[src/rtl/lcd_text_buffer_if.sv]
// Character stream, commit control and packed display words between the text
// source, lcd_text_buffer and the downstream 2x16 LCD controller.
//   ch_valid/ch_data/ch_ready : byte stream handshake (ASCII or control code)
//   commit                    : single-cycle pulse, working -> display copy
//   busy                      : clear in progress or commit pending
//   cursor                    : write position 0..31
//   reg_a..reg_h              : display chars, four per word, char0 in reg_a[31:24]
interface lcd_text_buffer_if;
    logic        ch_valid;
    logic [7:0]  ch_data;
    logic        ch_ready;
    logic        commit;
    logic        busy;
    logic [4:0]  cursor;
    logic [31:0] reg_a;
    logic [31:0] reg_b;
    logic [31:0] reg_c;
    logic [31:0] reg_d;
    logic [31:0] reg_e;
    logic [31:0] reg_f;
    logic [31:0] reg_g;
    logic [31:0] reg_h;

    // Text source / display consumer side.
    modport master (
        output ch_valid, ch_data, commit,
        input  ch_ready, busy, cursor,
        input  reg_a, reg_b, reg_c, reg_d, reg_e, reg_f, reg_g, reg_h
    );

    // Frame buffer side.
    modport slave (
        input  ch_valid, ch_data, commit,
        output ch_ready, busy, cursor,
        output reg_a, reg_b, reg_c, reg_d, reg_e, reg_f, reg_g, reg_h
    );
endinterface

[src/rtl/lcd_text_buffer.sv]
// Double-buffered 32-character text frame buffer for the 2x16 LCD controller.
// Bytes are written into a working buffer at the cursor; the display buffer
// (reg_a..reg_h) is only refreshed on commit so the LCD never sees a partial
// frame. Form-feed clears the working buffer over 32 cycles; a commit seen
// during the clear is held pending and performed as the clear finishes.
//
// Ports:
//   lcdclk  : clock
//   resetn  : asynchronous active-low reset
//   bus     : lcd_text_buffer_if.slave (ch_valid/ch_data/ch_ready, commit,
//             busy, cursor, reg_a..reg_h)
//
// Optional feature: define LCD_TEXT_BUFFER_AUTO_COMMIT_EN to add an implicit
// commit on every accepted byte and at the end of every clear.
module lcd_text_buffer #(
    parameter logic [7:0] FILL_CHAR = 8'h20,
    parameter logic [7:0] BAD_CHAR  = 8'h3F
) (
    input  logic                lcdclk,
    input  logic                resetn,
    lcd_text_buffer_if.slave    bus
);

    localparam int unsigned NCHARS   = 32;
    localparam int unsigned CW       = 8;
    localparam int unsigned IW       = 5;
    localparam int unsigned LINE_LEN = 16;

    localparam logic [7:0] CH_BS = 8'h08;
    localparam logic [7:0] CH_LF = 8'h0A;
    localparam logic [7:0] CH_FF = 8'h0C;
    localparam logic [7:0] CH_CR = 8'h0D;

    localparam logic [0:0] ST_IDLE  = 1'b0;
    localparam logic [0:0] ST_CLEAR = 1'b1;

`ifdef LCD_TEXT_BUFFER_AUTO_COMMIT_EN
    localparam logic AUTO_COMMIT = 1'b1;
`else
    localparam logic AUTO_COMMIT = 1'b0;
`endif

    logic [0:0]    state_q,   state_d;
    logic [IW-1:0] cursor_q,  cursor_d;
    logic [IW-1:0] idx_q,     idx_d;
    logic          pending_q, pending_d;
    logic          ch_ready_q, ch_ready_d;
    logic          busy_q,    busy_d;
    logic [CW-1:0] work_q [NCHARS];
    logic [CW-1:0] work_d [NCHARS];
    logic [CW-1:0] disp_q [NCHARS];
    logic [CW-1:0] disp_d [NCHARS];

    logic          accept;
    logic          copy;
    logic [CW-1:0] byte_in;

    assign byte_in = bus.ch_data;

    // State and buffer registers; reset aborts any clear immediately.
    always_ff @(posedge lcdclk or negedge resetn) begin
        if (!resetn) begin
            state_q    <= ST_IDLE;
            cursor_q   <= '0;
            idx_q      <= '0;
            pending_q  <= 1'b0;
            ch_ready_q <= 1'b0;
            busy_q     <= 1'b0;
            for (int i = 0; i < NCHARS; i++) begin
                work_q[i] <= FILL_CHAR;
                disp_q[i] <= FILL_CHAR;
            end
        end else begin
            state_q    <= state_d;
            cursor_q   <= cursor_d;
            idx_q      <= idx_d;
            pending_q  <= pending_d;
            ch_ready_q <= ch_ready_d;
            busy_q     <= busy_d;
            for (int i = 0; i < NCHARS; i++) begin
                work_q[i] <= work_d[i];
                disp_q[i] <= disp_d[i];
            end
        end
    end

    // Next-state: byte decode, clear sweep and commit handling.
    always_comb begin
        state_d   = state_q;
        cursor_d  = cursor_q;
        idx_d     = idx_q;
        pending_d = pending_q;
        work_d    = work_q;
        disp_d    = disp_q;
        accept    = 1'b0;
        copy      = 1'b0;

        case (state_q)
            ST_IDLE: begin
                // ch_ready_q is low for the first cycle out of reset.
                accept = bus.ch_valid & ch_ready_q;
                if (accept) begin
                    if (byte_in >= 8'h20 && byte_in <= 8'h7E) begin
                        work_d[cursor_q] = byte_in;
                        cursor_d         = cursor_q + IW'(1);
                    end else begin
                        case (byte_in)
                            CH_LF: cursor_d = (cursor_q < IW'(LINE_LEN)) ? IW'(LINE_LEN) : '0;
                            CH_CR: cursor_d = (cursor_q < IW'(LINE_LEN)) ? '0 : IW'(LINE_LEN);
                            CH_BS: cursor_d = (cursor_q == '0) ? '0 : cursor_q - IW'(1);
                            CH_FF: begin
                                state_d = ST_CLEAR;
                                idx_d   = '0;
                            end
                            default: begin
                                work_d[cursor_q] = BAD_CHAR;
                                cursor_d         = cursor_q + IW'(1);
                            end
                        endcase
                    end
                end
                copy = bus.commit | (AUTO_COMMIT & accept);
            end

            ST_CLEAR: begin
                work_d[idx_q] = FILL_CHAR;
                idx_d         = idx_q + IW'(1);
                if (bus.commit) begin
                    pending_d = 1'b1;
                end
                // Final sweep cycle: the copy sees the fully blanked frame.
                if (idx_q == IW'(NCHARS - 1)) begin
                    state_d   = ST_IDLE;
                    cursor_d  = '0;
                    idx_d     = '0;
                    copy      = pending_q | bus.commit | AUTO_COMMIT;
                    pending_d = 1'b0;
                end
            end

            default: begin
                state_d = ST_IDLE;
            end
        endcase

        // Display captures next-state working so a same-cycle byte is included.
        if (copy) begin
            disp_d = work_d;
        end

        ch_ready_d = (state_d == ST_IDLE);
        busy_d     = (state_d == ST_CLEAR) | pending_d;
    end

    assign bus.ch_ready = ch_ready_q;
    assign bus.busy     = busy_q;
    assign bus.cursor   = cursor_q;
    assign bus.reg_a    = {disp_q[0],  disp_q[1],  disp_q[2],  disp_q[3]};
    assign bus.reg_b    = {disp_q[4],  disp_q[5],  disp_q[6],  disp_q[7]};
    assign bus.reg_c    = {disp_q[8],  disp_q[9],  disp_q[10], disp_q[11]};
    assign bus.reg_d    = {disp_q[12], disp_q[13], disp_q[14], disp_q[15]};
    assign bus.reg_e    = {disp_q[16], disp_q[17], disp_q[18], disp_q[19]};
    assign bus.reg_f    = {disp_q[20], disp_q[21], disp_q[22], disp_q[23]};
    assign bus.reg_g    = {disp_q[24], disp_q[25], disp_q[26], disp_q[27]};
    assign bus.reg_h    = {disp_q[28], disp_q[29], disp_q[30], disp_q[31]};

endmodule

[src/flat_wrapper.sv]
// flat-port wrapper written by rule: the top's interface ports become plain ports
module lcd_text_buffer_flat 
#(
    parameter logic [7:0] FILL_CHAR = 8'h20,
    parameter logic [7:0] BAD_CHAR  = 8'h3F
)
  (lcdclk, resetn, bus_ch_valid, bus_ch_data, bus_commit, bus_ch_ready, bus_busy, bus_cursor, bus_reg_a, bus_reg_b, bus_reg_c, bus_reg_d, bus_reg_e, bus_reg_f, bus_reg_g, bus_reg_h);
  lcd_text_buffer_if bus_i ();
  input  logic lcdclk;
  input  logic resetn;
  input wire logic [$bits(bus_i.ch_valid)-1:0] bus_ch_valid;
  input wire logic [$bits(bus_i.ch_data)-1:0] bus_ch_data;
  input wire logic [$bits(bus_i.commit)-1:0] bus_commit;
  output wire logic [$bits(bus_i.ch_ready)-1:0] bus_ch_ready;
  output wire logic [$bits(bus_i.busy)-1:0] bus_busy;
  output wire logic [$bits(bus_i.cursor)-1:0] bus_cursor;
  output wire logic [$bits(bus_i.reg_a)-1:0] bus_reg_a;
  output wire logic [$bits(bus_i.reg_b)-1:0] bus_reg_b;
  output wire logic [$bits(bus_i.reg_c)-1:0] bus_reg_c;
  output wire logic [$bits(bus_i.reg_d)-1:0] bus_reg_d;
  output wire logic [$bits(bus_i.reg_e)-1:0] bus_reg_e;
  output wire logic [$bits(bus_i.reg_f)-1:0] bus_reg_f;
  output wire logic [$bits(bus_i.reg_g)-1:0] bus_reg_g;
  output wire logic [$bits(bus_i.reg_h)-1:0] bus_reg_h;
  assign bus_i.ch_valid = bus_ch_valid;
  assign bus_i.ch_data = bus_ch_data;
  assign bus_i.commit = bus_commit;
  assign bus_ch_ready = bus_i.ch_ready;
  assign bus_busy = bus_i.busy;
  assign bus_cursor = bus_i.cursor;
  assign bus_reg_a = bus_i.reg_a;
  assign bus_reg_b = bus_i.reg_b;
  assign bus_reg_c = bus_i.reg_c;
  assign bus_reg_d = bus_i.reg_d;
  assign bus_reg_e = bus_i.reg_e;
  assign bus_reg_f = bus_i.reg_f;
  assign bus_reg_g = bus_i.reg_g;
  assign bus_reg_h = bus_i.reg_h;
  lcd_text_buffer #(.FILL_CHAR(FILL_CHAR), .BAD_CHAR(BAD_CHAR)) u_core (.lcdclk(lcdclk), .resetn(resetn), .bus(bus_i));
endmodule
[config.mk]
export PLATFORM = sky130hd
export DESIGN_NAME = lcd_text_buffer_flat
export DESIGN_NICKNAME = d
export VERILOG_FILES = /design/src/rtl/lcd_text_buffer_if.sv /design/src/rtl/lcd_text_buffer.sv /design/src/flat_wrapper.sv
export SDC_FILE = /design/constraint.sdc
export NUM_CORES = 1
export LEC_CHECK = 0
export CAP_MARGIN = 20
export CORE_ASPECT_RATIO = 0.5
export CORE_UTILIZATION = 40
export CTS_CLUSTER_SIZE = 16
export DETAILED_ROUTE_END_ITERATION = 10
export PLACE_DENSITY = 0.6
export SYNTH_ARGS = -nofsm -noshare
export SYNTH_HDL_FRONTEND = slang
export SYNTH_SLANG_ARGS = --single-unit
[constraint.sdc]
create_clock -name lcdclk -period 5.6 [get_ports lcdclk]
set_input_delay 1.12 -clock lcdclk [delete_from_list [all_inputs] [get_ports lcdclk]]
set_output_delay 1.12 -clock lcdclk [all_outputs]
set_load 0.1 [all_outputs]
After elaboration in Yosys (flattened, before gate mapping)
Cells that the tools add are included.
- ROM bits: 0
- bits in latches: 0
- RAM bits: 0
- flip-flop bits (word level): 526
- memories: 0
- output and inout bits: 263
- input port bits: 12
- $mul: 0
- add/subtract/negate cells: 3
- shift-type cells: 0
- div/mod/pow operators: 0
- $lt $le $gt $ge: 7
- bitwise operators: 13
- multiplexer cells: 32
- reductions and logical operators: 7
- eq/ne operators: 10
- operators with widths (operator ; count):
    256-bit two-way mux ; 3
    256-bit case mux with 2 select lines ; 1
    256-bit bitwise mux ; 1
    224-bit AND ; 1
    224-bit inverter ; 1
    192-bit bitwise OR ; 1
    8-bit demux with 5-bit select ; 2
    64-bit AND ; 1
    64-bit inverter ; 1
    5-bit two-way mux ; 10
    8-bit by 4-bit equality test with 1-bit output (second input constant) ; 4
    32-bit bitwise OR ; 1
    5-bit case mux with 2 select lines ; 2
    5-bit case mux with 4 select lines ; 1
    8-bit two-way mux ; 2
    6-bit greater-or-equal comparator (second input constant) ; 2
    6-bit by 1-bit < comparator with 1-bit output (second input constant) ; 2
    5-bit inverter with 6-bit output ; 2
    5-bit by 1-bit adder with 5-bit output (second input constant) ; 2
    8-bit by 6-bit greater-or-equal comparator with 1-bit output (second input constant) ; 1
    8-bit by 7-bit less-or-equal comparator with 1-bit output (second input constant) ; 1
    1-bit two-way mux ; 8
    2-bit != test (second input constant) ; 3
    3-bit AND reduction ; 2
    12 further kinds ; 17

Depth between registers and ports, before layout
Gate-level depths: netlist (run 1).
- depth after elaboration: 11
- gate-level depth with buffers: 10

Least setup slack after synthesis (run 1)
No wires, ideal clock.
- path type: register to register
- from: register u_core.cursor_q[0] (netlist: u_core.bus.cursor[0])
- to: register u_core.disp_q, in the netlist u_core.bus.reg_a[23]
- data required time: 5475 ps
- arrival time: 2674 ps
- setup slack: 2800 ps
- buffers on the path: 0
- library setup time: 125 ps
- cell stages (with the launch flop): 7
- period minus slack after synthesis: 2800 ps
- path through: dfrtp_1 > ha_1 > or4b_4 > a311oi_2 > o21ai_1 > and2_1 > mux2_2
- RTL lines (what ; RTL line ; RTL):
    start: declaration ; lcd_text_buffer.sv:44 ; logic [IW-1:0] cursor_q, cursor_d;
    start signal: assignment ; lcd_text_buffer.sv:75 ; cursor_q <= cursor_d;
    end signal: indexed assignment ; lcd_text_buffer.sv:82 ; disp_q[i] <= disp_d[i];
    end: declaration ; lcd_text_buffer.sv:51 ; logic [CW-1:0] disp_q [NCHARS];

Final worst setup path (run 1)
- from: register u_core.cursor_q[4] (netlist: u_core.bus.cursor[4])
- to: output bus_cursor[4]
- RTL lines (what ; RTL line ; RTL):
    end: declaration ; flat_wrapper.sv:16 ; output wire logic [$bits(bus_i.cursor)-1:0] bus_cursor;
No word-level cell between the ends.

==> summary.md, run 1 <==
| Metric | Value |
|---|---|
| Status | finished, final reports clean |
| Register area | approximately 13,000 sq um |
| Detailed Route WL | 71,700 microns |
| Cell Area, Synth | ~23,000 sq um |
| Root buffer cell | clkbuf_16 |
| Max-slew violation count | 0 |
| PwrDens | roughly 670 nW/um^2 |
| Post-synthesis mux area share | 11.1% |
| Compound-gate portion of the synthesized area | 20.6% |
| Routed WL per cell | between 20 and 25 microns |
| IO Pins | 275 |
| RSZ-0062 raised after global routing | no |
| Ratio of cells with drive above 1 in the final layout | approximately a fifth |
| Initial Util | about 41% |
| Final WS setup | 1.65 ns |
| Leakage | around 12 nW |
| Total placed cells including tap cells | about 2,800 |
| Post-synth EDFFs | 0 |
| Die Y | roughly 170 microns |
| Finished Cell Area | 28,100 sq um |
| Area Overhead vs Synth | 22.1% |
| Post-Layout Cell Count | slightly below 3,000 |
| FFs w/ async S/R, synth | 100% |
| Post-place instance area | roughly 26,000 sq um |
| Core area | about 56,000 sq um |
| Slew @ Worst Pin | about 1.2 ns |
| Clock sinks | 526 |
| Critical path class | flop to output pin |
| Largest net degree at the start of global routing | roughly 120 |
| Slew Limit Headroom | roughly 23% |
| Post-DP HPWL | between 40,000 and 50,000 microns |
| Largest family of logic cells by synthesized area | compound AO/OA/AOI/OAI gates |
| Min cycle time layout | around 4 ns |
| Syn_nets | 1,977 |
| Max Buffers Root-to-Sink | 3 |
| CP Capture Type | output pin |
| Post-CTS Hold Fix Bufs | 0 |
| H-Tree Depth | 2 |
| Crit path DAT | 2.83 ns |
| Top FF cell, synth | dfrtp_1 |
| Clock transition at path regs | 0.07 ns |
| Worst Hold Class | flop to flop |
| Sum Neg Setup Slack | 0 ns |
| Vias in the first global route | approximately 17,000 |
| Yosys warning total | 0 |
| CTS buffer count | between 40 and 50 |
| Total grt overflow | 0 |
| Mean Syn Cell Area | between 10 and 15 sq um |
| Post-cts repair resize count | 0 |
| Final Hold Violating Endpoints | 0 |
| Synth cell types | just over 60 |
| Post-synthesis adder-cell area fraction | 0.490% |
| Post-route ant nets | 0 |
| Share of synthesized cell area in and, or, nand and nor gates | around 6.4% |
| Row count | between 60 and 70 |
| Post-Route Skew | 0.0301 ns |
| Post-CTS Repair Setup Buffers | 0 |
| CTS tree | yes |
| Via density | 5.96 |
| Synthesized instance count | 1,956 |
| Initial antenna violation count | 2 |
| Worst vdd rail ir drop | around 480 uV |
| Placer Congestion | approximately 0.86 |
| DR iter-0 viols | approximately 1,600 |
| Die area | 58,500 sq um |
| Pre-CTS setup slack | ~1.2 ns |
| Startpoint Class | flop |
| Pre-antenna DRT Iters | 6 |
| Yosys reg bits | approximately 530 |
| DRC violations left | 0 |
| Setup violations, final | 0 |
| Crit-path max FO | 19 |
| Final hold slack | 0.478 ns |
| Global-route wire length before repair | approximately 110,000 microns |
| Area occupied by multi-input gates | between 8000 and 9000 sq um |
| Die width | about 340 microns |
| Port bufs | roughly 270 |
| Max_cap viols | 0 |
| Routed via count | approximately 17,000 |
| # nets final | around 2,100 |
| Post-synthesis sequential area ratio | slightly below 60% |
| Post-synthesis xor/xnor area fraction | 0.0762% |
| FILL cells | a little over 5,000 |
| Req. time, crit path | about 4.5 ns |
| Fmax | 253 MHz |
| Crit share post-route | slightly above 70% |
| GRT Util Overall | 24.1% |
| Clk_lat worst skew | between 0.5 and 0.6 ns |
-- critical path, stage by stage, from the launching register on --
cell and delay (ns):
dfrtp_1 0.65, buf_4 0.34, clkdlybuf4s50_1 1.22
-- layout by cell type (no fill, tap or decap), drive strengths merged, types with 5 or more instances in the layout --
cell / synthesis / layout
dfstp: 64 / 64
nor2: 44 / 44
nand4bb: 12 / 12
a21oi: 191 / 191
o311ai: 128 / 128
o211ai: 60 / 60
inv: 10 / 12
buf: 54 / 35
clkdlybuf4s50: 0 / 271
ha: 9 / 9
nand4b: 12 / 12
nand2: 82 / 82
a311oi: 30 / 30
mux2: 225 / 225
bufinv: 0 / 12
clkinv: 0 / 7
or3: 35 / 35
and2: 32 / 32
dfrtp: 462 / 462
nand4: 6 / 6
o21a: 30 / 30
clkbuf: 132 / 67
or4b: 5 / 5
o21ai: 234 / 234
o41ai: 31 / 31
nand2b: 8 / 8
a31oi: 15 / 15
-- through the flow --
step	total power, mW	util, %
after floorplan	12.6	-
after global placement	14.9	46.7
after detailed placement	15.0	46.7
after CTS	18.8	50.0
after global routing	19.5	50.0
final	18.8	50.0
-- layout make-up --
cell class,count,area share [%]
sequential,526,47.2
tap,756,3.37
multi-input combinational,1234,32.0
inverter,10,0.134
antenna,1,0.00892
clock inverter,22,1.50
timing repair buffer,306,10.9
clock buffer,67,4.93
-- report_power, final --
part           leakage [nW]  switching (mW)  internal, mW
Sequential             6.66           0.727          5.09
Combinational          4.06            6.93          2.23
Clock                 0.885            1.51          2.28
-- flip-flops by register name, summed over array words and instances, names as in the netlist --
| signal | flops |
|---|---|
| u_core.work_q | 256 |
| u_core.bus.reg_a | 32 |
| u_core.bus.reg_b | 32 |
| u_core.bus.reg_c | 32 |
| u_core.bus.reg_d | 32 |
| u_core.bus.reg_e | 32 |
| u_core.bus.reg_f | 32 |
| u_core.bus.reg_g | 32 |
| u_core.bus.reg_h | 32 |
| u_core.bus.cursor | 5 |
| u_core.idx_q | 5 |
| u_core.bus.busy | 1 |
| u_core.bus.ch_ready | 1 |
| u_core.pending_q | 1 |
| u_core.state_q | 1 |
-- cells by family (layout without fill, tap and decap cells) --
family                   after synthesis  in the layout
AO/OA/AOI/OAI                        736            736
flip-flops                           526            526
AND/OR/NAND/NOR                      260            260
multiplexers                         227            227
buffers and inverters                196            405
adder cells (fa/ha/maj)                9              9
XOR/XNOR                               2              2
other                                  0              1
-- final timing paths --
path                                                    end  cells after the start  slack, ns                              from
max in group asynchronous      u_core.work_q[239]$_DFF_PN0_                      2       3.72                            resetn
max reg2reg                u_core.bus.reg_d[31]$_DFFE_PN0P_                      7       2.06  u_core.bus.cursor[0]$_DFFE_PN0P_
min reg2reg                    u_core.work_q[223]$_DFF_PN0_                      1       0.48      u_core.work_q[223]$_DFF_PN0_
min                            u_core.work_q[223]$_DFF_PN0_                      1       0.48      u_core.work_q[223]$_DFF_PN0_
min in group asynchronous  u_core.bus.reg_g[14]$_DFFE_PN0P_                      1       0.59                            resetn
max                                           bus_cursor[4]                      2       1.65  u_core.bus.cursor[4]$_DFFE_PN0P_
-- per-layer routing --
metal  track usage (%)  part of all wire (%)  vias up
li1                  -                     -     7747
met1              33.6                    44     8976
met2              39.4                    47      582
met3              4.29                   6.5      101
met4              5.50                   1.8        0
met5                 0                     0        -
-- synthesized netlist by cell type (15+ instances only) --
cell type | n | area (sq um)
dfrtp_1 | 462 | 11600
a21oi_1 | 191 | 956
and2_1 | 32 | 200
dfstp_2 | 64 | 1680
a311oi_1 | 27 | 236
clkbuf_1 | 128 | 480
o311ai_0 | 84 | 736
nand2_1 | 82 | 308
o211ai_1 | 60 | 450
buf_2 | 35 | 175
or3_1 | 32 | 200
nor2_1 | 44 | 165
o21ai_0 | 120 | 601
o21a_1 | 30 | 225
o311ai_1 | 44 | 385
o41ai_1 | 31 | 272
mux2_2 | 225 | 2530
a31oi_1 | 15 | 93.8
o21ai_1 | 114 | 571
No activity file was read; power rests on OpenSTA's default activity.
==> run 2, diff against run 1 <==
- PLACE_DENSITY: 0.6 -> 0.63
- clock period: 5.6 -> 3.4 ns (I/O delays scaled with it)
==> summary.md, run 2 (same netlist as run 1, synthesis figures left out) <==
| Metric | Value |
|---|---|
| Gate power share | approximately 50% |
| Routed WL per cell | roughly 24 microns |
| Clock sinks | 526 |
| GRT Util Overall | 24.2% |
| Status | finished, final reports clean |
| Max FFs per register | around 260 |
| Fmax | about 350 MHz |
| Root buffer cell | clkbuf_16 |
| Post-Route Skew | about 0.016 ns |
| CTS tree | yes |
| Total grt overflow | 0 |
| Internal Power | between 15 and 20 mW |
| Sum Neg Setup Slack | 0 ns |
| Die area | between 50,000 and 60,000 sq um |
| FILL cells | slightly above 5,000 |
| Met2 wire length | between 30,000 and 40,000 microns |
| PwrDens | about 1100 nW/um^2 |
| Detailed Route WL | approximately 72,000 microns |
| Crit share post-route | 83.4% |
| Most flop-heavy register | u_core.work_q |
| Met3 WL | ~4800 microns |
| Min cycle time layout | about 2.8 ns |
| Clock transition at path regs | about 0.06 ns |
| RSZ-0062 raised after global routing | no |
| Initial Util | approximately two fifths |
| Max Buffers Root-to-Sink | 3 |
| Startpoint Class | flop |
| Finished Cell Area | between 20,000 and 30,000 sq um |
| Sw frac | between 40% and 50% |
| Worst vdd rail ir drop | ~690 uV |
| Setup violations, final | 0 |
| Routed via count | about 18,000 |
| CP Capture Type | flop |
| WL met1 | 31,800 microns |
| Commonest non-fill, non-tap cell in the layout | dfrtp_1 |
| Req. time, crit path | about 3.9 ns |
| Global-route wire length before repair | between 100,000 and 150,000 microns |
| Area Overhead vs Synth | 22.4% |
| Die width | around 340 microns |
| Leakage | roughly 12 nW |
| Worst Hold Class | flop to flop |
| Post-CTS Repair Setup Buffers | 0 |
| Sw power | about 15 mW |
| Max-slew violation count | 0 |
| Port bufs | about 270 |
| Post-DP HPWL | approximately 47,000 microns |
| Placer Congestion | between 0.8 and 0.9 |
| Critical path class | flop to flop |
| Pre-antenna DRT Iters | 5 |
| Crit path DAT | about 3.3 ns |
| CTS buffer count | 49 |
| IO Pins | 275 |
| Via density | ~5.9 |
| Slew Limit Headroom | 29.5% |
| Reg power frac | a little under a third |
| Vias in the first global route | between 15,000 and 20,000 |
| Row count | between 60 and 70 |
| Initial antenna violation count | 3 |
| Post-place instance area | 26,500 sq um |
| # nets final | ~2,200 |
| Die Y | ~170 microns |
| Final Hold Violating Endpoints | 0 |
| DR iter-0 viols | around 1,600 |
| Core area | 56,200 sq um |
| Clk_lat worst skew | between 0.5 and 0.6 ns |
| Most frequent cells in the layout | 461 x dfrtp_1, 333 x buf_4, 225 x mux2_2 |
| Clock share of power | 18.5% |
| Slew @ Worst Pin | about 1.1 ns |
| Largest net degree at the start of global routing | between 100 and 150 |
| Crit-path max FO | 38 |
| Max_cap viols | 0 |
| Post-route ant nets | 0 |
| DRC violations left | 0 |
| Final Util | ~50% |
| Ratio of cells with drive above 1 in the final layout | around 33% |
| H-Tree Depth | 2 |
| Top Layer Used | met4 |
run 2: changes by cell type in the layout (fill, tap and decap cells not counted), moves of 2 or more:
cell	before	now
buf_12	6	15
bufinv_16	12	2
buf_4	26	333
clkbuf_8	9	13
clkbuf_16	49	51
diode_2	1	4
clkbuf_1	9	16
clkdlybuf4s50_1	271	46
run 2: power groups by stage:
stage          registers, mW  logic [mW]  clock network [mW]
6_report                9.47        15.1                5.60
4_1_cts                 9.50        15.1                5.70
3_5_place_dp            9.59        15.1                   0
2_1_floorplan           17.0        3.70                   0
3_3_place_gp            9.55        15.0                   0
5_1_grt                 9.69        15.8                5.97
run 2: layout make-up:
type	count	area (sq um)	area share [%]
Tap cell	756	946	3.36
Multi-Input combinational cell	1234	8980	31.9
Sequential cell	526	13200	47.1
Inverter	10	37.5	0.133
Timing Repair Buffer	398	3300	11.7
Clock buffer	80	1520	5.39
Clock inverter	10	103	0.365
Antenna cell	4	10.0	0.0356
run 2: final timing paths:
kind	from	to	slack (ns)	cells past startpoint
worst max-delay path	u_core.idx_q[1]$_DFFE_PN0P_	u_core.bus.reg_f[14]$_DFFE_PN0P_	0.56	7
worst min-delay path	u_core.work_q[111]$_DFF_PN0_	u_core.work_q[111]$_DFF_PN0_	0.48	1
worst max register to register	u_core.idx_q[1]$_DFFE_PN0P_	u_core.bus.reg_f[14]$_DFFE_PN0P_	0.56	7
worst min register to register	u_core.work_q[111]$_DFF_PN0_	u_core.work_q[111]$_DFF_PN0_	0.48	1
max in group asynchronous	resetn	u_core.bus.reg_c[22]$_DFFE_PN0P_	1.69	4
min in group asynchronous	resetn	u_core.bus.reg_g[12]$_DFFE_PN0P_	0.50	2
run 2: layer usage:
layer	vias to the layer above	GRT usage, %
met5	-	0
met4	0	6.75
met3	99	4.55
met2	589	38.0
met1	9198	34.4
li1	7951	-
run 2: repair_timing:
action	4_1_cts	5_1_grt
endpoints found under the setup margin	0	0
hold endpoints to repair	14	0
hold buffers	1	0
gates resized for setup	0	0
run 2: worst max-delay path: stages (launching register included):
cell	delay (ns)
dfrtp_1	0.43
ha_1	0.26
and3_1	0.20
ha_1	0.18
nand2b_1	0.29
and2_4	0.62
buf_12	0.30
mux2_2	0.36
run 2: through the flow:
step	std cells	total power [mW]	hold slack [ns]	worst slack (ns)
2_1_floorplan	1956	20.7	0.384	0.600
3_3_place_gp	2923	24.5	0.459	0.219
3_5_place_dp	2923	24.7	0.464	0.222
4_1_cts	3014	30.3	0.477	0.572
5_1_grt	3016	31.4	0.494	0.421
6_report	3018	30.2	0.477	0.565
